===== config.mk =====
export PLATFORM = sky130hd
export DESIGN_NAME = btn_debounce_multi_flat
export DESIGN_NICKNAME = d
export VERILOG_FILES = /design/src/rtl/btn_debounce_multi_if.sv /design/src/rtl/btn_debounce_multi.sv /design/src/flat_wrapper.sv
export SDC_FILE = /design/constraint.sdc
export NUM_CORES = 1
export LEC_CHECK = 0
export CAP_MARGIN = 30
export CORE_MARGIN = 2
export CORE_UTILIZATION = 59
export CTS_BUF_LIST = sky130_fd_sc_hd__clkbuf_4
export CTS_CLUSTER_DIAMETER = 200
export CTS_CLUSTER_SIZE = 25
export DETAILED_ROUTE_END_ITERATION = 7
export HOLD_SLACK_MARGIN = 0.02
export PLACE_DENSITY = 0.78
export SLEW_MARGIN = 20
export SYNTH_ARGS = -nofsm -noshare
export SYNTH_HDL_FRONTEND = slang
export SYNTH_SLANG_ARGS = --single-unit

===== constraint.sdc =====
create_clock -name clk -period 3.8 [get_ports clk]
set_input_delay 0.76 -clock clk [delete_from_list [all_inputs] [get_ports clk]]
set_output_delay 0.76 -clock clk [all_outputs]
set_load 0.005 [all_outputs]

===== src/rtl/btn_debounce_multi_if.sv =====
// rtl/btn_debounce_multi_if.sv - tick/button inputs and debounced event outputs of btn_debounce_multi
interface btn_debounce_multi_if #(
    parameter int N_CH = 4
);
    logic            tick;
    logic [N_CH-1:0] btn_in;
    logic [N_CH-1:0] btn_level;
    logic [N_CH-1:0] btn_rise;
    logic [N_CH-1:0] btn_fall;
    logic [N_CH-1:0] btn_hold;

    modport master (
        output tick, btn_in,
        input  btn_level, btn_rise, btn_fall, btn_hold
    );

    modport slave (
        input  tick, btn_in,
        output btn_level, btn_rise, btn_fall, btn_hold
    );
endinterface


===== src/rtl/btn_debounce_multi.sv =====
// rtl/btn_debounce_multi.sv - multi-channel synchronising button debouncer with long-press/auto-repeat
module btn_debounce_multi #(
    parameter int N_CH         = 4,
    parameter int SYNC_STAGES  = 2,
    parameter int STABLE_TICKS = 16,
    parameter int HOLD_TICKS   = 500,
    parameter int REPEAT_TICKS = 100,
    parameter bit ACTIVE_LOW   = 1'b0
) (
    input  logic                 clk,
    input  logic                 rst,
    btn_debounce_multi_if.slave  bus
);
    localparam int CW    = $clog2(STABLE_TICKS + 1);
    localparam int HMAX0 = (HOLD_TICKS > REPEAT_TICKS) ? HOLD_TICKS : REPEAT_TICKS;
    localparam int HMAX  = (HMAX0 > 1) ? HMAX0 : 1;
    localparam int HW    = $clog2(HMAX + 1);

    localparam logic [CW-1:0] STABLE_LAST = CW'(STABLE_TICKS - 1);
    localparam logic [HW-1:0] HOLD_LAST   = HW'((HOLD_TICKS > 0) ? HOLD_TICKS - 1 : 0);
    localparam logic [HW-1:0] REPEAT_LAST = HW'((REPEAT_TICKS > 0) ? REPEAT_TICKS - 1 : 0);

    typedef enum logic [1:0] {H_IDLE, H_FIRST, H_REPEAT, H_DONE} hold_state_e;

    logic [SYNC_STAGES-1:0] sync_q   [N_CH];
    logic [CW-1:0]          cnt_q    [N_CH];
    logic [HW-1:0]          hcnt_q   [N_CH];
    hold_state_e            hstate_q [N_CH];

    logic [N_CH-1:0] s_d;
    logic [N_CH-1:0] level_q;
    logic [N_CH-1:0] rise_d, rise_q;
    logic [N_CH-1:0] fall_d, fall_q;
    logic [N_CH-1:0] hold_d, hold_q;

    // A release completing on the hold terminal tick suppresses that hold pulse.
    always_comb begin
        s_d    = '0;
        rise_d = '0;
        fall_d = '0;
        hold_d = '0;
        for (int c = 0; c < N_CH; c++) begin
            s_d[c] = sync_q[c][SYNC_STAGES-1];
            if (bus.tick && (sync_q[c][SYNC_STAGES-1] != level_q[c]) && (cnt_q[c] == STABLE_LAST)) begin
                rise_d[c] = sync_q[c][SYNC_STAGES-1];
                fall_d[c] = ~sync_q[c][SYNC_STAGES-1];
            end
            if (bus.tick && !fall_d[c]) begin
                if ((hstate_q[c] == H_FIRST) && (hcnt_q[c] == HOLD_LAST)) begin
                    hold_d[c] = 1'b1;
                end
                if ((hstate_q[c] == H_REPEAT) && (hcnt_q[c] == REPEAT_LAST)) begin
                    hold_d[c] = 1'b1;
                end
            end
        end
    end

    always_ff @(posedge clk) begin
        if (rst) begin
            level_q <= '0;
            rise_q  <= '0;
            fall_q  <= '0;
            hold_q  <= '0;
            for (int c = 0; c < N_CH; c++) begin
                sync_q[c]   <= '0;
                cnt_q[c]    <= '0;
                hcnt_q[c]   <= '0;
                hstate_q[c] <= H_IDLE;
            end
        end else begin
            rise_q <= rise_d;
            fall_q <= fall_d;
            hold_q <= hold_d;
            for (int c = 0; c < N_CH; c++) begin
                sync_q[c] <= {sync_q[c][SYNC_STAGES-2:0], bus.btn_in[c] ^ ACTIVE_LOW};

                if (s_d[c] == level_q[c]) begin
                    cnt_q[c] <= '0;
                end else if (bus.tick) begin
                    if (cnt_q[c] == STABLE_LAST) begin
                        level_q[c] <= s_d[c];
                        cnt_q[c]   <= '0;
                    end else begin
                        cnt_q[c] <= cnt_q[c] + 1'b1;
                    end
                end

                if (fall_d[c]) begin
                    hstate_q[c] <= H_IDLE;
                    hcnt_q[c]   <= '0;
                end else begin
                    unique case (hstate_q[c])
                        H_IDLE: begin
                            if (rise_d[c]) begin
                                hcnt_q[c]   <= '0;
                                hstate_q[c] <= (HOLD_TICKS == 0) ? H_DONE : H_FIRST;
                            end
                        end
                        H_FIRST: begin
                            if (bus.tick) begin
                                if (hcnt_q[c] == HOLD_LAST) begin
                                    hcnt_q[c]   <= '0;
                                    hstate_q[c] <= (REPEAT_TICKS > 0) ? H_REPEAT : H_DONE;
                                end else begin
                                    hcnt_q[c] <= hcnt_q[c] + 1'b1;
                                end
                            end
                        end
                        H_REPEAT: begin
                            if (bus.tick) begin
                                if (hcnt_q[c] == REPEAT_LAST) begin
                                    hcnt_q[c] <= '0;
                                end else begin
                                    hcnt_q[c] <= hcnt_q[c] + 1'b1;
                                end
                            end
                        end
                        default: begin
                            hcnt_q[c] <= '0;
                        end
                    endcase
                end
            end
        end
    end

    assign bus.btn_level = level_q;
    assign bus.btn_rise  = rise_q;
    assign bus.btn_fall  = fall_q;
    assign bus.btn_hold  = hold_q;
endmodule


===== src/flat_wrapper.sv =====
// flat-port wrapper written by rule: the top's interface ports become plain ports
module btn_debounce_multi_flat 
#(
    parameter int N_CH         = 4,
    parameter int SYNC_STAGES  = 2,
    parameter int STABLE_TICKS = 16,
    parameter int HOLD_TICKS   = 500,
    parameter int REPEAT_TICKS = 100,
    parameter bit ACTIVE_LOW   = 1'b0
)
  (clk, rst, bus_tick, bus_btn_in, bus_btn_level, bus_btn_rise, bus_btn_fall, bus_btn_hold);
  btn_debounce_multi_if #(.N_CH(N_CH)) bus_i ();
  input  logic clk;
  input  logic rst;
  input wire logic [$bits(bus_i.tick)-1:0] bus_tick;
  input wire logic [$bits(bus_i.btn_in)-1:0] bus_btn_in;
  output wire logic [$bits(bus_i.btn_level)-1:0] bus_btn_level;
  output wire logic [$bits(bus_i.btn_rise)-1:0] bus_btn_rise;
  output wire logic [$bits(bus_i.btn_fall)-1:0] bus_btn_fall;
  output wire logic [$bits(bus_i.btn_hold)-1:0] bus_btn_hold;
  assign bus_i.tick = bus_tick;
  assign bus_i.btn_in = bus_btn_in;
  assign bus_btn_level = bus_i.btn_level;
  assign bus_btn_rise = bus_i.btn_rise;
  assign bus_btn_fall = bus_i.btn_fall;
  assign bus_btn_hold = bus_i.btn_hold;
  btn_debounce_multi #(.N_CH(N_CH), .SYNC_STAGES(SYNC_STAGES), .STABLE_TICKS(STABLE_TICKS), .HOLD_TICKS(HOLD_TICKS), .REPEAT_TICKS(REPEAT_TICKS), .ACTIVE_LOW(ACTIVE_LOW)) u_core (.clk(clk), .rst(rst), .bus(bus_i));
endmodule

Yosys cells after proc, flatten, opt, wreduce, memory -nomap -nowiden
Memory sizes are Yosys's and may differ from the RTL's.
Index checks and enable logic that the tools add are counted.
{ "op_classes": {"n_bitwise": 68, "reduce_logical": 40, "n_mux": 271, "eq_ne": 28, "n_addsub": 8} }
{ "op_table": {"columns": ["cell", "count"], "rows": [
  ["$mux W9", 28],
  ["$mux W1", 215],
  ["$mux W5", 12],
  ["$or A1 B1 Y1", 56],
  ["$add A9 B1 Y9 const B", 4],
  ["$eq A9 B7 Y1 const B", 4],
  ["$eq A9 B9 Y1 const B", 4],
  ["$mux W2", 16],
  ["$add A5 B1 Y5 const B", 4],
  ["$eq A5 B4 Y1 const B", 4],
  ["$logic_and A1 B1 Y1", 20],
  ["$not A1 Y1", 12],
  ["$reduce_and A3 Y1", 4],
  ["$reduce_or A3 Y1", 4],
  ["$eq A2 B1 Y1 const B", 4],
  ["$eq A2 B2 Y1 const B", 4],
  ["$logic_not A2 Y1", 4],
  ["$reduce_or A2 Y1", 4],
  ["$eq A1 B1 Y1", 4],
  ["$logic_not A1 Y1", 4],
  ["$ne A1 B1 Y1", 4]
]} }
{ "totals": {"elab_cells": 429, "mem_count": 4, "output_inout_bits": 16, "in_bits": 7, "reg_bits": 16, "ramBits": 72} }
{ "memory_table": {"columns": ["name", "depth", "width", "read_ports", "rd_ports_with_merged_regs", "write_ports", "line_no", "rtl"], "rows": [
  ["u_core.hcnt_q", 4, 9, 4, 0, 4, "btn_debounce_multi.sv:27", "logic [HW-1:0] hcnt_q [N_CH];"],
  ["u_core.cnt_q", 4, 5, 4, 0, 4, "btn_debounce_multi.sv:26", "logic [CW-1:0] cnt_q [N_CH];"],
  ["u_core.hstate_q", 4, 2, 4, 0, 4, "btn_debounce_multi.sv:28", "hold_state_e hstate_q [N_CH];"],
  ["u_core.sync_q", 4, 2, 4, 0, 4, "btn_debounce_multi.sv:25", "logic [SYNC_STAGES-1:0] sync_q [N_CH];"]
]} }

Logic depth before layout (Yosys ltp)
Gate-level depths: netlist (run 1).
{ "depth": {"depth_word": 15, "mapped_depth": 8, "mapped_depth_nobuf": 7} }

Worst setup path after synthesis (run 1)
Ideal clock, no wire load.
{ "synth_timing": {"kind": "reg-to-reg", "start": "mem u_core.cnt_q[0][0] (netlist bit)", "end": "mem u_core.hcnt_q[0][0] (netlist bit) (enable)", "setup_ns": 0.381, "path_buffers": 0, "stages_incl_launch_ff": 8, "t_arrival_ns": 2.296, "period_less_slack_ns": 2.676, "slack_ns": 1.124, "t_required_ns": 3.419, "cell_sequence": "edfxtp_1 -> ha_1 -> and3_1 -> ha_1 -> nand2_2 -> or4b_4 -> mux2_2 -> a32oi_1"} }
{ "synth_rtl": {"columns": ["item", "line_no"], "rows": [
  ["start: declaration", "btn_debounce_multi.sv:26"],
  ["end: declaration", "btn_debounce_multi.sv:27"]
]} }

==> impl_metrics.csv, run 1 <==
group,metric,value,unit
outcome,status,"finished, final reports clean",
cts,cts.sinks,88,
logic_synthesis,ys_ff_latch,88,
logic_synthesis,synthAdderAreaFrac,3.492,%
place,post-dp-hpwl,5178,um
timing,timing.final.crit_period,2.585,ns
cts,htreeDepth,3,
logic_synthesis,synthSimpleGateAreaFrac,23.81,%
setup_path,cp_max_fo,9,
logic_synthesis,synth_nets,428,
cts,post_cts_buffers,0,
cts,cts_resized,0,
die,initial_utilization,60.24,%
global_routing,grt_max_degree,16,
finish,n_antenna_cell,0,
global_routing,antenna_found_initial,0,
timing,finalSetupViolations,0,
routing,drc,0,
die,io_pins,23,
global_routing,grt_overflow,0,
finish,fin_area,4771,um2
finish,fin_cells,542,
setup_path,timing_worst_setup_path_type,"reg2reg",
cts,cts_hold_buf,0,
routing,drt-wirelength-per-cell,13.47,um
timing,tightestPinTransition,0.7776,ns
setup_path,slowest_stage,"or4b_4",
logic_synthesis,synth_top_flop_cell,"edfxtp_1",
logic_synthesis,syn-cell-area,4299,um2
die,die_area,7985,um2
logic_synthesis,ys_seq_area_share,55.88,%
logic_synthesis,synth-compound-area-share,6.432,%
place,gp_congestion,0.8015,
routing,routed_wl,7302,um
setup_path,crit_arrival,2.74,ns
place,placed_cells,526,
timing,tns,0,ns
cts,tritoncts,"done",
logic_synthesis,synth_top_family_by_area,"simple AND/OR/NAND/NOR gates",
logic_synthesis,postSynthAreaPerCell,10.51,um2
routing,ant_nets,0,
power,power.density,358.1,nW/um2
routing,drtIter0Drc,104,
timing,rsz0062_at_grt,"no",
cts,numCtsBuffers,9,
cts,clock_latency,0.44,ns
timing,fmax,0.3868,GHz
setup_path,cp_cell_sequence,"ha_1 -> and3_1 -> ha_1 -> nand2_2 -> or4b_4 -> mux2_2 -> a32oi_1 -> buf_4",
logic_synthesis,syn_inst,409,
cts,clk_pin_slew,0.14,ns
logic_synthesis,synth_edf_count,64,
cts,root_buffer,"clkbuf_4",
global_routing,track_usage,19.55,%
routing,drtPass1Iterations,4,
setup_path,worstSetupStartpointType,"flip-flop",
setup_path,crit_top_cell,"ha_1",
power,p_leak,1.724,nW
logic_synthesis,yosysUniqueCellTypes,46,
die,core-area,7137,um2
timing,finalMaxSlewViolations,0,
die,core.rowCount,31,
logic_synthesis,asyncSetResetFlopFracSynth,0,%
hold_path,worstHoldPathType,"reg2reg",
global_routing,grt_pass1_wl,12020,um
routing,avgViaCountPerCell,5.411,
finish,drive_gt1_share,5.643,%
logic_synthesis,synth_warnings,0,
logic_synthesis,synth_xor_area_share,7.538,%
setup_path,required,3.96,ns
die,die_w,89.36,um
logic_synthesis,synthMuxAreaShare,0.2619,%
place,dpl_cell_area,4641,um2
setup_path,slowest_delay,0.50,ns
finish,area.growth.synth_to_final,10.97,%
timing,relSlewSlack,47.61,%
finish,nNetsFinal,457,
flow_run,drv_cap,0,
timing,skew,0.01838,ns
power,vdd_drop_max,0.1734,mV
timing,period_share,68.04,%
routing,vias,2933,
timing,hold_viol,0,
setup_path,cp-end-kind,"flip-flop",
die,fp.dieH,89.36,um
cts,clk_path_buf_depth,2,
place,io_buffers,22,
global_routing,grt_pass1_vias,2661,
finish,fillCellCount,608,
state kept, by name, summed over array words and instances, names as in the netlist:
name and count:
u_core.bus.btn_fall 4, u_core.bus.btn_hold 4, u_core.bus.btn_level 4, u_core.bus.btn_rise 4
u_core.cnt_q 20, u_core.hcnt_q 36, u_core.hstate_q 8, u_core.sync_q 8
placed cells by master, fill, tap and decap left out, types with 2 or more instances in the layout:
master / instances
ha_1: 12
xnor2_1: 23
o31ai_1: 2
and2_1: 5
o21ai_0: 9
buf_4: 5
clkinv_1: 3
a31oi_1: 6
a21oi_1: 9
or3_1: 3
nand2b_1: 10
and3_1: 11
nor3_1: 8
dfxtp_1: 24
inv_1: 19
nand3_1: 21
nand4_1: 10
clkbuf_4: 9
nor3b_1: 4
clkdlybuf4s50_1: 22
o211ai_1: 4
xor2_1: 14
and4_1: 4
o211ai_2: 2
nor2b_1: 18
edfxtp_1: 64
nand2_1: 23
a21o_1: 4
nor2_1: 74
per-stage QoR:
stage	hold slack [ns]	power, mW	utilization [%]	setup WS [ns]
finish	0.4517	1.708	66.85	1.215
CTS	0.4576	1.714	66.85	1.201
global placement	0.4186	1.218	65.02	0.9072
floorplan	0.4138	1.188	-	1.124
global route	0.4712	1.770	66.85	1.083
detailed placement	0.4288	1.224	65.02	0.8638
cell usage after synthesis, types with 2 or more instances:
| library cell | number | area share (%) |
|---|---|---|
| a21o_1 | 4 | 0.70 |
| a21oi_1 | 9 | 1.0 |
| a31oi_1 | 6 | 0.87 |
| and2_1 | 5 | 0.73 |
| and3_1 | 11 | 1.6 |
| and4_1 | 4 | 0.81 |
| clkbuf_1 | 6 | 0.52 |
| dfxtp_1 | 24 | 11 |
| edfxtp_1 | 64 | 45 |
| ha_1 | 12 | 3.5 |
| inv_1 | 19 | 1.7 |
| nand2_1 | 23 | 2.0 |
| nand2b_1 | 10 | 1.5 |
| nand3_1 | 21 | 2.4 |
| nand4_1 | 10 | 1.5 |
| nor2_1 | 74 | 6.5 |
| nor2b_1 | 18 | 2.6 |
| nor3_1 | 8 | 0.93 |
| nor3b_1 | 4 | 0.70 |
| o211ai_1 | 4 | 0.70 |
| o211ai_2 | 2 | 0.58 |
| o21ai_0 | 9 | 1.0 |
| o31ai_1 | 2 | 0.35 |
| or3_1 | 3 | 0.44 |
| xnor2_1 | 23 | 4.7 |
| xor2_1 | 14 | 2.9 |
logic make-up after synthesis:
group           after synthesis
simple gates                202
fa+ha+maj                    12
buf+inv                      28
mux                           1
compound gates               41
flops                        88
xor+xnor                     37
routing by layer:
layer	routed length (um)	up-vias	part of all wire, %	track usage (%)
li1	-	1505	-	-
met1	3627	1373	50	26.81
met2	3329	44	46	30.84
met3	236	11	3.2	3.232
met4	108	0	1.5	8.548
met5	0	-	0	0
path summary, 6_finish.rpt:
| path | from | to | slack, ns | cells after the start |
|---|---|---|---|---|
| worst max-delay path | u_core.cnt_q[0][0] | u_core.hcnt_q[0][8] | 1.21 | 8 |
| worst min-delay path | u_core.sync_q[0][0] | u_core.sync_q[0][1] | 0.45 | 1 |
| worst max register to register | u_core.cnt_q[0][0] | u_core.hcnt_q[0][8] | 1.21 | 8 |
| worst min register to register | u_core.sync_q[0][0] | u_core.sync_q[0][1] | 0.45 | 1 |
cell type report:
type | count | area (um2) | area share (%)
Clock buffer | 9 | 67.56 | 1.416
Inverter | 19 | 71.32 | 1.495
Clock inverter | 7 | 62.56 | 1.311
Sequential cell | 88 | 2402 | 50.35
Tap cell | 99 | 123.9 | 2.596
Timing Repair Buffer | 27 | 257.7 | 5.403
Multi-Input combinational cell | 293 | 1785 | 37.42
critical path, delay by kind of cell, from the launching register on:
kind / cells / cell delay [ns]
multiplexers: 1 / 0.27
adder cells (fa/ha/maj): 2 / 0.48
AND/OR/NAND/NOR: 3 / 0.76
flip-flops: 1 / 0.40
buffers and inverters: 1 / 0.21
AO/OA/AOI/OAI: 1 / 0.19
where the power goes:
part           leakage (nW)  switching, mW  internal, mW
registers             0.904         0.0358          1.06
logic                 0.751         0.0578        0.0459
clock network        0.0684          0.312         0.194
total                  1.72          0.406          1.30
Note: power is estimated with default switching activity, not from simulation.
==> run 2, diff against run 1 <==
CORE_UTILIZATION = 56   (was 59)
PLACE_DENSITY = 0.77   (was 0.78)
clock period = 2.25 ns   (was 3.8 ns; I/O delays follow)
==> run 2 against run 1 <==
Compared with the run above: the run now ends with setup timing left; clock skew is 0.0038 ns higher; maximum frequency is 10% higher; die area is 5.1% higher; critical path type unchanged.
==> impl_metrics.csv, run 2 (synthesis results as in run 1) <==
group,metric,value,unit
outcome,status,"finished with violations",
outcome,violations,"setup timing",
routing,vias,2997,
setup_path,cp-end-kind,"flip-flop",
global_routing,grt_overflow,0,
finish,n_antenna_cell,0,
place,gp_congestion,0.8330,
finish,fillCellCount,534,
hold_path,min_to,"u_core.sync_q[0][1]",
hold_path,hp-start,"u_core.sync_q[0][0]",
cts,root_buffer,"clkbuf_4",
setup_path,cp_max_fo,9,
global_routing,grt_pass1_wl,12610,um
cts,htreeDepth,3,
timing,rsz0062_at_grt,"yes",
finish,regMostFlops,"u_core.hcnt_q",
power,p_int,2.464,mW
die,core.rowCount,31,
hold_path,worstHoldPathCells,1,
routing,drtIter0Drc,123,
power,power_frac_seq,58.8,%
routing,ant_nets,0,
power,power.density,627.0,nW/um2
finish,nNetsFinal,473,
setup_path,rr_worst_depth,8,
cts,clock_latency,0.44,ns
place,post-dp-hpwl,5353,um
setup_path,required,2.43,ns
die,die_w,91.62,um
cts,tritoncts,"done",
die,io_pins,23,
die,die_area,8394,um2
setup_path,timing_worst_setup_path_type,"reg2reg",
routing,drc,0,
finish,largest_reg_flops,36,
power,pwr-share-comb,6.4,%
power,clkPwrFrac,34.8,%
setup_path,r2r-end,"u_core.hcnt_q[0][5]",
finish,layout_common_cells,"nor2_1 (74), edfxtp_1 (64), dfxtp_1 (24)",
power,power,3.156,mW
finish,fin_cells,558,
timing,hold_viol,0,
power,p_leak,1.854,nW
global_routing,grt_max_degree,17,
hold_path,worstHoldPathType,"reg2reg",
die,initial_utilization,58.64,%
cts,cts.sinks,88,
setup_path,worstSetupStartpointType,"flip-flop",
cts,clk_pin_slew,0.14,ns
flow_run,drv_cap,0,
routing,avgViaCountPerCell,5.371,
timing,skew,0.02220,ns
power,vdd_drop_max,0.3382,mV
routing,drt-wirelength-per-cell,13.45,um
global_routing,track_usage,18.89,%
die,fp.dieH,91.62,um
power,p_sw,692.1,uW
cts,clk_path_buf_depth,2,
cts,cts_hold_buf,0,
timing,finalSetupViolations,9,
finish,layout_commonest_cell,"nor2_1",
timing,period_share,104.2,%
timing,relSlewSlack,51.87,%
power,switching_share,21.93,%
setup_path,crit_arrival,2.52,ns
place,place_ws,-0.2374,ns
routing,drtPass1Iterations,4,
die,core-area,7331,um2
finish,area.growth.synth_to_final,17.08,%
setup_path,worstSetupStartpoint,"u_core.cnt_q[0][0]",
cts,numCtsBuffers,9,
finish,largest_registers,"u_core.hcnt_q x36, u_core.cnt_q x20",
global_routing,antenna_found_initial,0,
finish,fin_area,5034,um2
place,placed_cells,540,
routing,routed_wl,7507,um
place,io_buffers,22,
timing,fmax,0.4267,GHz
timing,tightestPinTransition,0.7145,ns
setup_path,crit-reg2reg-launch,"u_core.cnt_q[0][0]",
timing,setup_slack,-0.09361,ns
setup_path,r2r_slack,-0.09,ns
place,dpl_cell_area,4820,um2
finish,drive_gt1_share,11.33,%
timing,timing.final.crit_period,2.344,ns
global_routing,grt_pass1_vias,2891,
timing,finalMaxSlewViolations,0,
[run 2: changes by cell type in the layout (fill, tap and decap cells not counted), sizes merged]
cell	previous run	this run
clkinvlp	1	0
bufinv	1	3
clkbuf	9	10
clkinv	5	3
buf	5	21
[run 2: metrics by stage]
step           TNS (ns)  utilization [%]  hold WS, ns
6_report        -0.8292            68.66       0.4224
3_5_place_dp     -9.437            65.75       0.4223
4_1_cts         -0.8164            68.34       0.4308
5_1_grt          -1.274            68.66       0.4519
2_1_floorplan   -0.7104                -       0.4138
3_3_place_gp     -7.404            65.75       0.4190
[run 2: worst max-delay path, cell delays in order, from the launching register on]
cell	delay (ns)
edfxtp_1	0.39
ha_2	0.19
and3_4	0.19
ha_4	0.14
nand2_4	0.04
or4b_4	0.48
mux2_4	0.29
a32oi_4	0.20
buf_12	0.16
[run 2: timing repair]
item	4_1_cts	5_1_grt
setup buffers	1	1
pin swaps	0	0
setup endpoints to repair	9	13
resized for setup	0	4
cloned	0	0
hold endpoints to repair	0	0
[run 2: final cells by class]
cell class                 instances  area (um2)  area share (%)
inverter                          19       71.32           1.417
clock inverter                     6       107.6           2.138
tap                               99       123.9           2.461
timing repair buffer              43       402.9           8.004
sequential                        88        2402           47.73
multi-input combinational        293        1851           36.76
clock buffer                      10       75.07           1.491
[run 2: power by group through the flow]
stage	Clock, mW	Combinational [mW]	Sequential (mW)
after floorplan	0	0.138	1.87
after global placement	0	0.195	1.89
after detailed placement	0	0.200	1.89
after CTS	1.12	0.203	1.85
after global routing	1.18	0.227	1.86
final	1.10	0.203	1.86
[run 2: metal layers]
metal / share of wire [%] / global-route usage (%) / vias to the layer above
li1: - / - / 1540
met1: 48 / 25.15 / 1410
met2: 48 / 30.51 / 37
met3: 2.7 / 3.040 / 10
met4: 1.6 / 8.586 / 0
met5: 0 / 0 / -
[run 2: worst max path at each step]
stage	endpoint	slack (ns)	cells after the start
finish	u_core.hcnt_q[0][5]	-0.09	8
global route	u_core.hcnt_q[0][8]	-0.14	8
CTS	u_core.hcnt_q[0][1]	-0.09	8
detailed placement	u_core.hcnt_q[0][5]	-0.24	6
global placement	u_core.hcnt_q[0][5]	-0.23	6
floorplan	u_core.hcnt_q[0][0]	-0.08	7
==> run 3, diff against run 2 <==
ABC_AREA = 0   (was default)
CORE_MARGIN = 3   (was 2)
==> run 3 against run 2 <==
Compared with the run above: the flow still finishes with violations (setup timing); sequential power barely moved; hold slack better by 0.020 ns; sequential share of layout area increased by 0.83 points; cell count down 0.18%; register-to-register slack about the same; combinational power barely moved; via count grew 0.80%; clock power decreased by 31%; final area is 1.7% lower; total power shrank 11%; non-clock buffer count shrank 1; count of clock-buffer cells in the layout unchanged; highest routed layer unchanged.
==> impl_metrics.csv, run 3 (synthesis results as in run 1) <==
group,metric,value,unit
outcome,status,"finished with violations",
outcome,violations,"setup timing",
routing,drc,0,
timing,setup_slack,-0.1004,ns
die,die_w,93.62,um
place,dpl_cell_area,4812,um2
cts,clock_latency,0.42,ns
routing,vias,3021,
die,core.rowCount,31,
cts,clk_pin_slew,0.14,ns
timing,timing.final.crit_period,2.350,ns
setup_path,worstSetupStartpointType,"flip-flop",
finish,layout_commonest_cell,"nor2_1",
cts,numCtsBuffers,9,
setup_path,crit_arrival,2.51,ns
cts,clk_path_buf_depth,2,
routing,avgViaCountPerCell,5.424,
timing,hold_viol,0,
finish,final_util,67.13,%
global_routing,grt_max_degree,17,
place,post-dp-hpwl,5353,um
finish,fin_area,4947,um2
power,p_leak,1.803,nW
setup_path,cpLargestDelayFamily,"simple AND/OR/NAND/NOR gates",
setup_path,path_buf_inv,1,
cts,root_buffer,"clkbuf_4",
cts,cts.sinks,88,
finish,fin_cells,557,
finish,area.growth.synth_to_final,15.08,%
setup_path,cp_max_fo,9,
timing,tightestPinTransition,0.7162,ns
die,io_pins,23,
finish,largest_reg_flops,36,
global_routing,antenna_found_initial,0,
timing,tns,-0.8842,ns
die,initial_utilization,58.34,%
finish,regMostFlops,"u_core.hcnt_q",
global_routing,grt_overflow,0,
setup_path,timing_worst_setup_path_type,"reg2reg",
die,core-area,7370,um2
global_routing,grt_pass1_vias,2805,
finish,layout_common_cells,"nor2_1 (74), edfxtp_1 (64), dfxtp_1 (24)",
setup_path,slowest_stage,"or4b_4",
routing,drt-wirelength-per-cell,13.28,um
finish,nNetsFinal,472,
routing,ant_nets,0,
timing,rsz0062_at_grt,"yes",
die,die_area,8765,um2
finish,largest_registers,"u_core.hcnt_q x36, u_core.cnt_q x20",
routing,drtIter0Drc,94,
setup_path,cp-end-kind,"flip-flop",
setup_path,cp_cell_sequence,"ha_2 -> and3_4 -> ha_4 -> nand2_2 -> or4b_4 -> mux2_4 -> a32oi_4 -> buf_12",
global_routing,track_usage,17.76,%
cts,htreeDepth,3,
routing,routed_wl,7396,um
power,power.density,569.3,nW/um2
flow_run,drv_cap,0,
timing,finalMaxSlewViolations,0,
place,gp_congestion,0.8064,
finish,n_antenna_cell,0,
place,io_buffers,22,
timing,fmax,0.4255,GHz
timing,skew,0.01271,ns
place,placed_cells,539,
timing,relSlewSlack,51.75,%
hold_path,worstHoldPathType,"reg2reg",
timing,period_share,104.5,%
routing,drtPass1Iterations,4,
setup_path,required,2.41,ns
finish,drive_gt1_share,10.70,%
power,vdd_drop_max,0.2793,mV
die,fp.dieH,93.62,um
setup_path,slowest_delay,0.48,ns
timing,finalSetupViolations,9,
cts,tritoncts,"done",
global_routing,grt_pass1_wl,12300,um
==> run 3: cell types whose count changed in the layout (fill, tap and decap cells not counted), sizes merged <==
| cell | previous run | this run |
|---|---|---|
| buf | 21 | 20 |
| bufinv | 3 | 0 |
| clkinv | 3 | 4 |
| clkinvlp | 0 | 2 |
==> run 3: layout make-up <==
class	count	area [um2]
inverter	19	71.32
timing repair buffer	42	395.4
sequential	88	2402
clock buffer	10	75.07
clock inverter	6	36.28
multi-input combinational	293	1843
fill	573	2422
tap	99	123.9
==> run 3: final timing paths <==
check	cells after the start	startpoint	slack, ns	to
worst max-delay path	8	u_core.cnt_q[0][1]	-0.10	u_core.hcnt_q[0][2]
worst min-delay path	1	u_core.sync_q[0][0]	0.44	u_core.sync_q[0][1]
worst max register to register	8	u_core.cnt_q[0][1]	-0.10	u_core.hcnt_q[0][2]
worst min register to register	1	u_core.sync_q[0][0]	0.44	u_core.sync_q[0][1]
==> run 3: worst register-to-register path, cell delays in order (launching register included) <==
cell	delay [ns]
edfxtp_1	0.39
ha_2	0.19
and3_4	0.19
ha_4	0.13
nand2_2	0.05
or4b_4	0.48
mux2_4	0.30
a32oi_4	0.20
buf_12	0.16
==> run 3: per-layer routing <==
metal / share of wire [%] / wire length, um / global-route usage, % / up-vias
met2: 48 / 3548 / 28.71 / 41
met1: 47 / 3495 / 23.33 / 1436
met3: 3.1 / 227 / 2.816 / 10
li1: - / - / - / 1534
met4: 1.7 / 125 / 8.664 / 0
met5: 0 / 0 / 0 / -
==> run 3: what timing repair did <==
item,in CTS,in global routing
resized for setup,0,2
hold buffers,0,0
endpoints found under the setup margin,9,13
buffers inserted,0,2
==> run 3: power breakdown <==
group | internal (mW) | switching [mW] | total [mW]
Combinational | 0.0956 | 0.104 | 0.200
Clock | 0.233 | 0.529 | 0.762
Sequential | 1.79 | 0.0606 | 1.86
Total | 2.12 | 0.694 | 2.82
==> run 3: through the flow <==
step                      total power [mW]  setup WS, ns  hold slack [ns]
final                                2.816       -0.1004           0.4422
after global routing                 2.933       -0.1865           0.4492
after CTS                            2.841       -0.1096           0.4535
after detailed placement             2.089       -0.2259           0.4263
after global placement               2.080       -0.1978           0.4217
after floorplan                      2.012      -0.07893           0.4138
